## config.mk

```make
export PLATFORM = sky130hd
export DESIGN_NAME = exec_sequencer_flat
export DESIGN_NICKNAME = d
export VERILOG_FILES = /design/src/rtl/exec_seq_if.sv /design/src/rtl/exec_sequencer.sv /design/src/flat_wrapper.sv
export SDC_FILE = /design/constraint.sdc
export NUM_CORES = 1
export LEC_CHECK = 0
export ABC_AREA = 0
export CAP_MARGIN = 0
export CELL_PAD_IN_SITES_DETAIL_PLACEMENT = 1
export CELL_PAD_IN_SITES_GLOBAL_PLACEMENT = 1
export CORE_AREA = 4 4 183 185
export CTS_BUF_LIST = sky130_fd_sc_hd__clkbuf_4 sky130_fd_sc_hd__clkbuf_8
export CTS_CLUSTER_DIAMETER = 50
export DETAILED_ROUTE_END_ITERATION = 6
export DIE_AREA = 0 0 187 189
export GPL_TIMING_DRIVEN = 0
export PLACE_DENSITY = 0.82
export SKIP_LAST_GASP = 1
export SYNTH_ARGS = -nofsm -noshare
export SYNTH_HDL_FRONTEND = slang
export SYNTH_SLANG_ARGS = --single-unit
export TNS_END_PERCENT = 100
```

## constraint.sdc

```tcl
create_clock -name clk -period 3.08 [get_ports clk]
set_clock_uncertainty 0.15 [all_clocks]
set_input_delay 0.77 -clock clk [delete_from_list [all_inputs] [get_ports clk]]
set_output_delay 0.77 -clock clk [all_outputs]
set_load 0.005 [all_outputs]
```

## src/rtl/exec_seq_if.sv

```systemverilog
// Request/response channel between the execute sequencer and its client.
interface exec_seq_if #(
    parameter int WIDTH = 64
);
    logic             in_valid;
    logic             in_ready;
    logic [3:0]       in_icode;
    logic [3:0]       in_ifun;
    logic [WIDTH-1:0] in_valA;
    logic [WIDTH-1:0] in_valB;
    logic [WIDTH-1:0] in_valC;
    logic             out_valid;
    logic             out_ready;
    logic [WIDTH-1:0] out_valE;
    logic             out_cnd;
    logic             out_err;

    // Client side: issues requests, consumes responses.
    modport master (
        output in_valid, in_icode, in_ifun, in_valA, in_valB, in_valC, out_ready,
        input  in_ready, out_valid, out_valE, out_cnd, out_err
    );

    // Sequencer side.
    modport slave (
        input  in_valid, in_icode, in_ifun, in_valA, in_valB, in_valC, out_ready,
        output in_ready, out_valid, out_valE, out_cnd, out_err
    );
endinterface

```

## src/rtl/exec_sequencer.sv

```systemverilog
// SEQ execute-stage controller: accepts one decoded instruction, drives the
// shared ALU for ALU_WAIT cycles, updates ZF/SF/OF for OPq and returns
// valE/cnd/err over a valid/ready response.
module exec_sequencer #(
    parameter int         WIDTH    = 64,
    parameter int         ALU_WAIT = 1,
    parameter logic [2:0] CC_RESET = 3'b100
) (
    input  logic             clk,
    input  logic             rst_n,
    exec_seq_if.slave        bus,
    output logic [1:0]       alu_op,
    output logic [WIDTH-1:0] alu_a,
    output logic [WIDTH-1:0] alu_b,
    input  logic [WIDTH-1:0] alu_out,
    input  logic             alu_ovf,
    output logic             cc_zf,
    output logic             cc_sf,
    output logic             cc_of,
    output logic             busy
);
    localparam int CW = (ALU_WAIT > 1) ? $clog2(ALU_WAIT) : 1;
    localparam logic [CW-1:0] WLAST = CW'(ALU_WAIT - 1);

    localparam logic [1:0] OP_ADD = 2'b00;
    localparam logic [1:0] OP_SUB = 2'b01;

    typedef enum logic [1:0] {IDLE, ISSUE, RESP} state_t;

    state_t           state_q, state_d;
    logic [CW-1:0]    wcnt_q, wcnt_d;
    logic [3:0]       icode_q, icode_d;
    logic [3:0]       ifun_q, ifun_d;
    logic             ierr_q, ierr_d;
    logic [1:0]       op_q, op_d;
    logic [WIDTH-1:0] a_q, a_d;
    logic [WIDTH-1:0] b_q, b_d;
    logic [WIDTH-1:0] valE_q, valE_d;
    logic             cnd_q, cnd_d;
    logic             err_q, err_d;
    logic [2:0]       cc_q, cc_d;     // {ZF,SF,OF}

    logic             req_err;
    logic [1:0]       tbl_op;
    logic [WIDTH-1:0] tbl_a, tbl_b;

    // Y86 condition evaluation against a {ZF,SF,OF} snapshot.
    function automatic logic cond_eval(input logic [3:0] fn, input logic [2:0] cc);
        logic zf, sf, of;
        {zf, sf, of} = cc;
        case (fn)
            4'd1:    return (sf ^ of) | zf;
            4'd2:    return sf ^ of;
            4'd3:    return zf;
            4'd4:    return !zf;
            4'd5:    return !(sf ^ of);
            4'd6:    return !(sf ^ of) && !zf;
            default: return 1'b0;
        endcase
    endfunction

    // Legality check and ALU operand selection for the incoming request.
    always_comb begin
        req_err = 1'b0;
        tbl_op  = OP_ADD;
        tbl_a   = '0;
        tbl_b   = '0;
        case (bus.in_icode)
            4'h2: begin tbl_a = bus.in_valA; req_err = bus.in_ifun > 4'd6; end
            4'h3: tbl_a = bus.in_valC;
            4'h4, 4'h5: begin tbl_a = bus.in_valC; tbl_b = bus.in_valB; end
            4'h6: begin
                tbl_op  = bus.in_ifun[1:0];
                tbl_a   = bus.in_valB;
                tbl_b   = bus.in_valA;
                req_err = bus.in_ifun > 4'd3;
            end
            4'h7: req_err = bus.in_ifun > 4'd6;
            4'h8, 4'hA: begin tbl_op = OP_SUB; tbl_a = bus.in_valB; tbl_b = WIDTH'(8); end
            4'h9, 4'hB: begin tbl_a = bus.in_valB; tbl_b = WIDTH'(8); end
            4'h0, 4'h1: ;
            default: req_err = 1'b1;
        endcase
        // Illegal requests leave the ALU idle.
        if (req_err) begin
            tbl_op = OP_ADD;
            tbl_a  = '0;
            tbl_b  = '0;
        end
    end

    // Next-state and datapath updates for the IDLE/ISSUE/RESP sequence.
    always_comb begin
        state_d = state_q;
        wcnt_d  = wcnt_q;
        icode_d = icode_q;
        ifun_d  = ifun_q;
        ierr_d  = ierr_q;
        op_d    = op_q;
        a_d     = a_q;
        b_d     = b_q;
        valE_d  = valE_q;
        cnd_d   = cnd_q;
        err_d   = err_q;
        cc_d    = cc_q;
        case (state_q)
            IDLE: if (bus.in_valid) begin
                state_d = ISSUE;
                wcnt_d  = '0;
                icode_d = bus.in_icode;
                ifun_d  = bus.in_ifun;
                ierr_d  = req_err;
                op_d    = tbl_op;
                a_d     = tbl_a;
                b_d     = tbl_b;
            end
            ISSUE: if (wcnt_q == WLAST) begin
                state_d = RESP;
                err_d   = ierr_q;
                valE_d  = ierr_q ? '0 : alu_out;
                // cnd sees the flags as they stood before this op.
                if (ierr_q)
                    cnd_d = 1'b0;
                else if (icode_q == 4'h2 || icode_q == 4'h7)
                    cnd_d = cond_eval(ifun_q, cc_q);
                else
                    cnd_d = (icode_q != 4'h6);
                if (icode_q == 4'h6 && !ierr_q)
                    cc_d = {alu_out == '0, alu_out[WIDTH-1], alu_ovf && !op_q[1]};
            end else begin
                wcnt_d = wcnt_q + 1'b1;
            end
            RESP: if (bus.out_ready) state_d = IDLE;
            default: state_d = IDLE;
        endcase
    end

    // State register.
    always_ff @(posedge clk or negedge rst_n) begin
        if (!rst_n) state_q <= IDLE;
        else        state_q <= state_d;
    end

    // Datapath registers; reset drops any in-flight op.
    always_ff @(posedge clk or negedge rst_n) begin
        if (!rst_n) begin
            wcnt_q  <= '0;
            icode_q <= '0;
            ifun_q  <= '0;
            ierr_q  <= 1'b0;
            op_q    <= '0;
            a_q     <= '0;
            b_q     <= '0;
            valE_q  <= '0;
            cnd_q   <= 1'b0;
            err_q   <= 1'b0;
            cc_q    <= CC_RESET;
        end else begin
            wcnt_q  <= wcnt_d;
            icode_q <= icode_d;
            ifun_q  <= ifun_d;
            ierr_q  <= ierr_d;
            op_q    <= op_d;
            a_q     <= a_d;
            b_q     <= b_d;
            valE_q  <= valE_d;
            cnd_q   <= cnd_d;
            err_q   <= err_d;
            cc_q    <= cc_d;
        end
    end

    assign bus.in_ready  = (state_q == IDLE);
    assign bus.out_valid = (state_q == RESP);
    assign bus.out_valE  = valE_q;
    assign bus.out_cnd   = cnd_q;
    assign bus.out_err   = err_q;
    assign busy          = (state_q != IDLE);
    assign alu_op        = op_q;
    assign alu_a         = a_q;
    assign alu_b         = b_q;
    assign {cc_zf, cc_sf, cc_of} = cc_q;
endmodule

```

## src/flat_wrapper.sv

```systemverilog
// flat-port wrapper written by rule: the top's interface ports become plain ports
module exec_sequencer_flat 
#(
    parameter int         WIDTH    = 64,
    parameter int         ALU_WAIT = 1,
    parameter logic [2:0] CC_RESET = 3'b100
)
  (clk, rst_n, alu_op, alu_a, alu_b, alu_out, alu_ovf, cc_zf, cc_sf, cc_of, busy, bus_in_valid, bus_in_icode, bus_in_ifun, bus_in_valA, bus_in_valB, bus_in_valC, bus_out_ready, bus_in_ready, bus_out_valid, bus_out_valE, bus_out_cnd, bus_out_err);
  exec_seq_if #(.WIDTH(WIDTH)) bus_i ();
  input  logic clk;
  input  logic rst_n;
  output logic [1:0] alu_op;
  output logic [WIDTH-1:0] alu_a;
  output logic [WIDTH-1:0] alu_b;
  input  logic [WIDTH-1:0] alu_out;
  input  logic alu_ovf;
  output logic cc_zf;
  output logic cc_sf;
  output logic cc_of;
  output logic busy;
  input wire logic [$bits(bus_i.in_valid)-1:0] bus_in_valid;
  input wire logic [$bits(bus_i.in_icode)-1:0] bus_in_icode;
  input wire logic [$bits(bus_i.in_ifun)-1:0] bus_in_ifun;
  input wire logic [$bits(bus_i.in_valA)-1:0] bus_in_valA;
  input wire logic [$bits(bus_i.in_valB)-1:0] bus_in_valB;
  input wire logic [$bits(bus_i.in_valC)-1:0] bus_in_valC;
  input wire logic [$bits(bus_i.out_ready)-1:0] bus_out_ready;
  output wire logic [$bits(bus_i.in_ready)-1:0] bus_in_ready;
  output wire logic [$bits(bus_i.out_valid)-1:0] bus_out_valid;
  output wire logic [$bits(bus_i.out_valE)-1:0] bus_out_valE;
  output wire logic [$bits(bus_i.out_cnd)-1:0] bus_out_cnd;
  output wire logic [$bits(bus_i.out_err)-1:0] bus_out_err;
  assign bus_i.in_valid = bus_in_valid;
  assign bus_i.in_icode = bus_in_icode;
  assign bus_i.in_ifun = bus_in_ifun;
  assign bus_i.in_valA = bus_in_valA;
  assign bus_i.in_valB = bus_in_valB;
  assign bus_i.in_valC = bus_in_valC;
  assign bus_i.out_ready = bus_out_ready;
  assign bus_in_ready = bus_i.in_ready;
  assign bus_out_valid = bus_i.out_valid;
  assign bus_out_valE = bus_i.out_valE;
  assign bus_out_cnd = bus_i.out_cnd;
  assign bus_out_err = bus_i.out_err;
  exec_sequencer #(.WIDTH(WIDTH), .ALU_WAIT(ALU_WAIT), .CC_RESET(CC_RESET)) u_core (.clk(clk), .rst_n(rst_n), .bus(bus_i), .alu_op(alu_op), .alu_a(alu_a), .alu_b(alu_b), .alu_out(alu_out), .alu_ovf(alu_ovf), .cc_zf(cc_zf), .cc_sf(cc_sf), .cc_of(cc_of), .busy(busy));
endmodule
```

==> reports/results.ini <==
[synth]
seq_area_frac_synth = 0.5336
syn_avg_cell_area_sq_um = 9.970
syn_area_sq_um = 9851
synthArstFlopShare = 1.000
synth_warnings = 0
ys_top_cells_by_area = dfrtp_1, nand2_1, o21ai_1
yosys.area.top_type = dfrtp_1
synth-edff-count = 0
ys_ff_latch = 210
netlist_instances = 988
synth_cell_types = 45
synthFlopType = dfrtp_1
synth_top_area_frac = 0.5309
syn-num-nets = 1257

[grt]
grt_remaining_overflow = 0
grt_usage = 0.2669
grt_pass1_wl_mm = 73.12
antenna_found_initial = 5
grt_pass1_vias = 11700
grt_max_degree = 108

[power_and_ir_drop]
power_density_nw_per_um2 = 706.0
p_comb_frac = 0.386
p_leak_uw = 0.006398
max-vdd-ir-drop_mv = 0.2587
p_sw_frac = 0.3417
internal_power_uw = 7414
clkPwrFrac = 0.262
p_switching_uw = 3849
p_seq_frac = 0.352

[placement]
portBuffers = 469
placed_area_sq_um = 15090
globalplace.congestion = 0.9402
hpwl_mm = 37.31

[finish]
num-nets-final = 1769
final_common_cell = clkdlybuf4s50_1
final_cell_mix = clkdlybuf4s50_1, nand2_1, dfrtp_1
fillers = 3618
finalInstanceArea_sq_um = 15950
layout-drive-gt1-share = 0.07597
area_growth_pct = 61.95

[routing]
drc_errors = 6
wl_mm = 48.64
viasPerCell = 5.511
dr.pass1.iters = 7
route.detailed.wl_per_inst_microns = 25.08
drtIter0Drc = 926
num_vias = 10690
postRouteAntennaNets = 0

[floorplan]
rows = 66
coreArea_sq_um = 32040
dieArea_sq_um = 35340
io_pins = 471
die_w_microns = 187
die_h_microns = 189
start_util = 0.3074

[cts]
cts.clk_slew.worst_paths_ps = 60
htree_levels = 2
cts_resized = 0
cts_tree = built
cts.path.max_buffers = 3
cts_root_buf = clkbuf_8
clock_latency_ps = 520
clock-sinks = 210
post-cts-setup-buffers = 0
hold_buffers = 0
cts-buffers-inserted = 40

[worst_setup_path]
regToRegEndpoint = u_core.alu_b[40]
end_kind = flop
path_max_fanout = 10
reg2reg_slack_ps = 780
r2r_cells = 6
rr_startpoint = u_core.state_q[0]
cp-start-kind = input port
worstPathArrival_ps = 3150
worstSetupPathType = input port to flop
worstPathRequired_ps = 3370

[sta]
relSlewSlack = 0.3701
rsz0062_at_grt = false
tns_ps = 0
fmax_mhz = 350.1
worstMarginPinSlew_ps = 944.9
post-route-period-util = 0.9273
hold_viol = 0
min_period_ps = 2856
hold_slack_ps = 120.1
finalSetupViolations = 0
slew_viol_final = 0

[worst_hold_path]
hold_path.class = input port to async pin

[flow_run]
maxCapViolCount = 0

[run_status]
violations = DRC
status = finished, violations left

-- through the flow --
stage          setup slack (ps)  instances  utilization  total power [uW]
2_1_floorplan             889.9        988            -              5602
3_3_place_gp              -8364       1865       0.4699              8226
3_5_place_dp             -294.2       1866       0.4709              8359
4_1_cts                   279.7       1935       0.4976             11400
5_1_grt                   41.48       1937       0.4977             11970
6_report                  223.8       1939       0.4979             11260
-- registers in the layout, indices dropped and copies added, names as in the netlist --
signal               count
u_core.alu_a            64
u_core.alu_b            64
u_core.bus.out_valE     64
u_core.icode_q           4
u_core.ifun_q            4
u_core.cc_q              3
u_core.alu_op            2
u_core.state_q           2
u_core.bus.out_cnd       1
u_core.bus.out_err       1
u_core.ierr_q            1
-- power groups by stage --
stage	combinational (uW)	clock, uW	sequential [uW]
final	4350	2950	3960
after global routing	4730	3170	4060
after CTS	4390	3040	3960
after detailed placement	4360	0	4000
after global placement	4260	0	3960
after floorplan	1630	0	3970
-- routing by layer --
layer	vias to the layer above	track usage	wire, microns
met5	-	0	32
met4	4	0.1229	2422
met3	128	0.09974	4938
met2	607	0.4478	23340
met1	5268	0.3044	17910
li1	4679	-	-
-- synth_stat cells (2+ instances only) --
library cell / n
nand2_1: 216
xor2_1: 3
o21ai_0: 2
mux2_1: 5
buf_4: 7
o21ai_1: 131
a21oi_1: 3
a222oi_1: 64
clkbuf_1: 48
nand2b_1: 67
nor4_1: 17
buf_2: 8
inv_1: 4
o31ai_1: 65
buf_6: 22
nand4_1: 5
nor3_1: 2
nand3b_1: 2
nor2_1: 7
nor2b_1: 4
a22oi_1: 63
buf_1: 12
dfrtp_1: 209
-- worst max-delay path, stage by stage --
cell	delay (ps)
clkdlybuf4s50_1	510
buf_4	190
nor4b_1	250
buf_2	390
buf_1	570
a222oi_1	300
o21ai_1	160
-- layout make-up --
cell class,count,area [sq um],area share
flip-flops and latches,210,5256,0.3295
repair buffers,470,4727,0.2963
multi-input cells,676,4010,0.2514
clock buffers,64,799.5,0.05012
plain buffers,97,565.5,0.03545
well taps,408,510.5,0.03200
clock inverters,5,55.05,0.003451
inverters,5,18.77,0.001176
diodes,4,10.01,0.0006275
-- cells by family after synthesis --
logic type             after synthesis  synth area share
buffers and inverters              102           0.05932
AND/OR/NAND/NOR                    327            0.1532
flip-flops                         210            0.5336
multiplexers                         6          0.006858
XOR/XNOR                             3          0.002668
AO/OA/AOI/OAI                      340            0.2444
-- worst max path at each step --
stage	endpoint	cells past startpoint	slack (ps)	from
after floorplan	u_core.alu_a[10]	8	890	bus_in_icode[2]
final	u_core.alu_a[30]	7	220	bus_in_icode[1]
after detailed placement	u_core.alu_a[30]	7	-290	bus_in_icode[1]
after global routing	u_core.alu_a[30]	7	40	bus_in_icode[1]
after CTS	u_core.alu_a[30]	7	280	bus_in_icode[1]
after global placement	u_core.alu_b[12]	1	-8360	rst_n
Note: power is estimated with default switching activity, not from simulation.
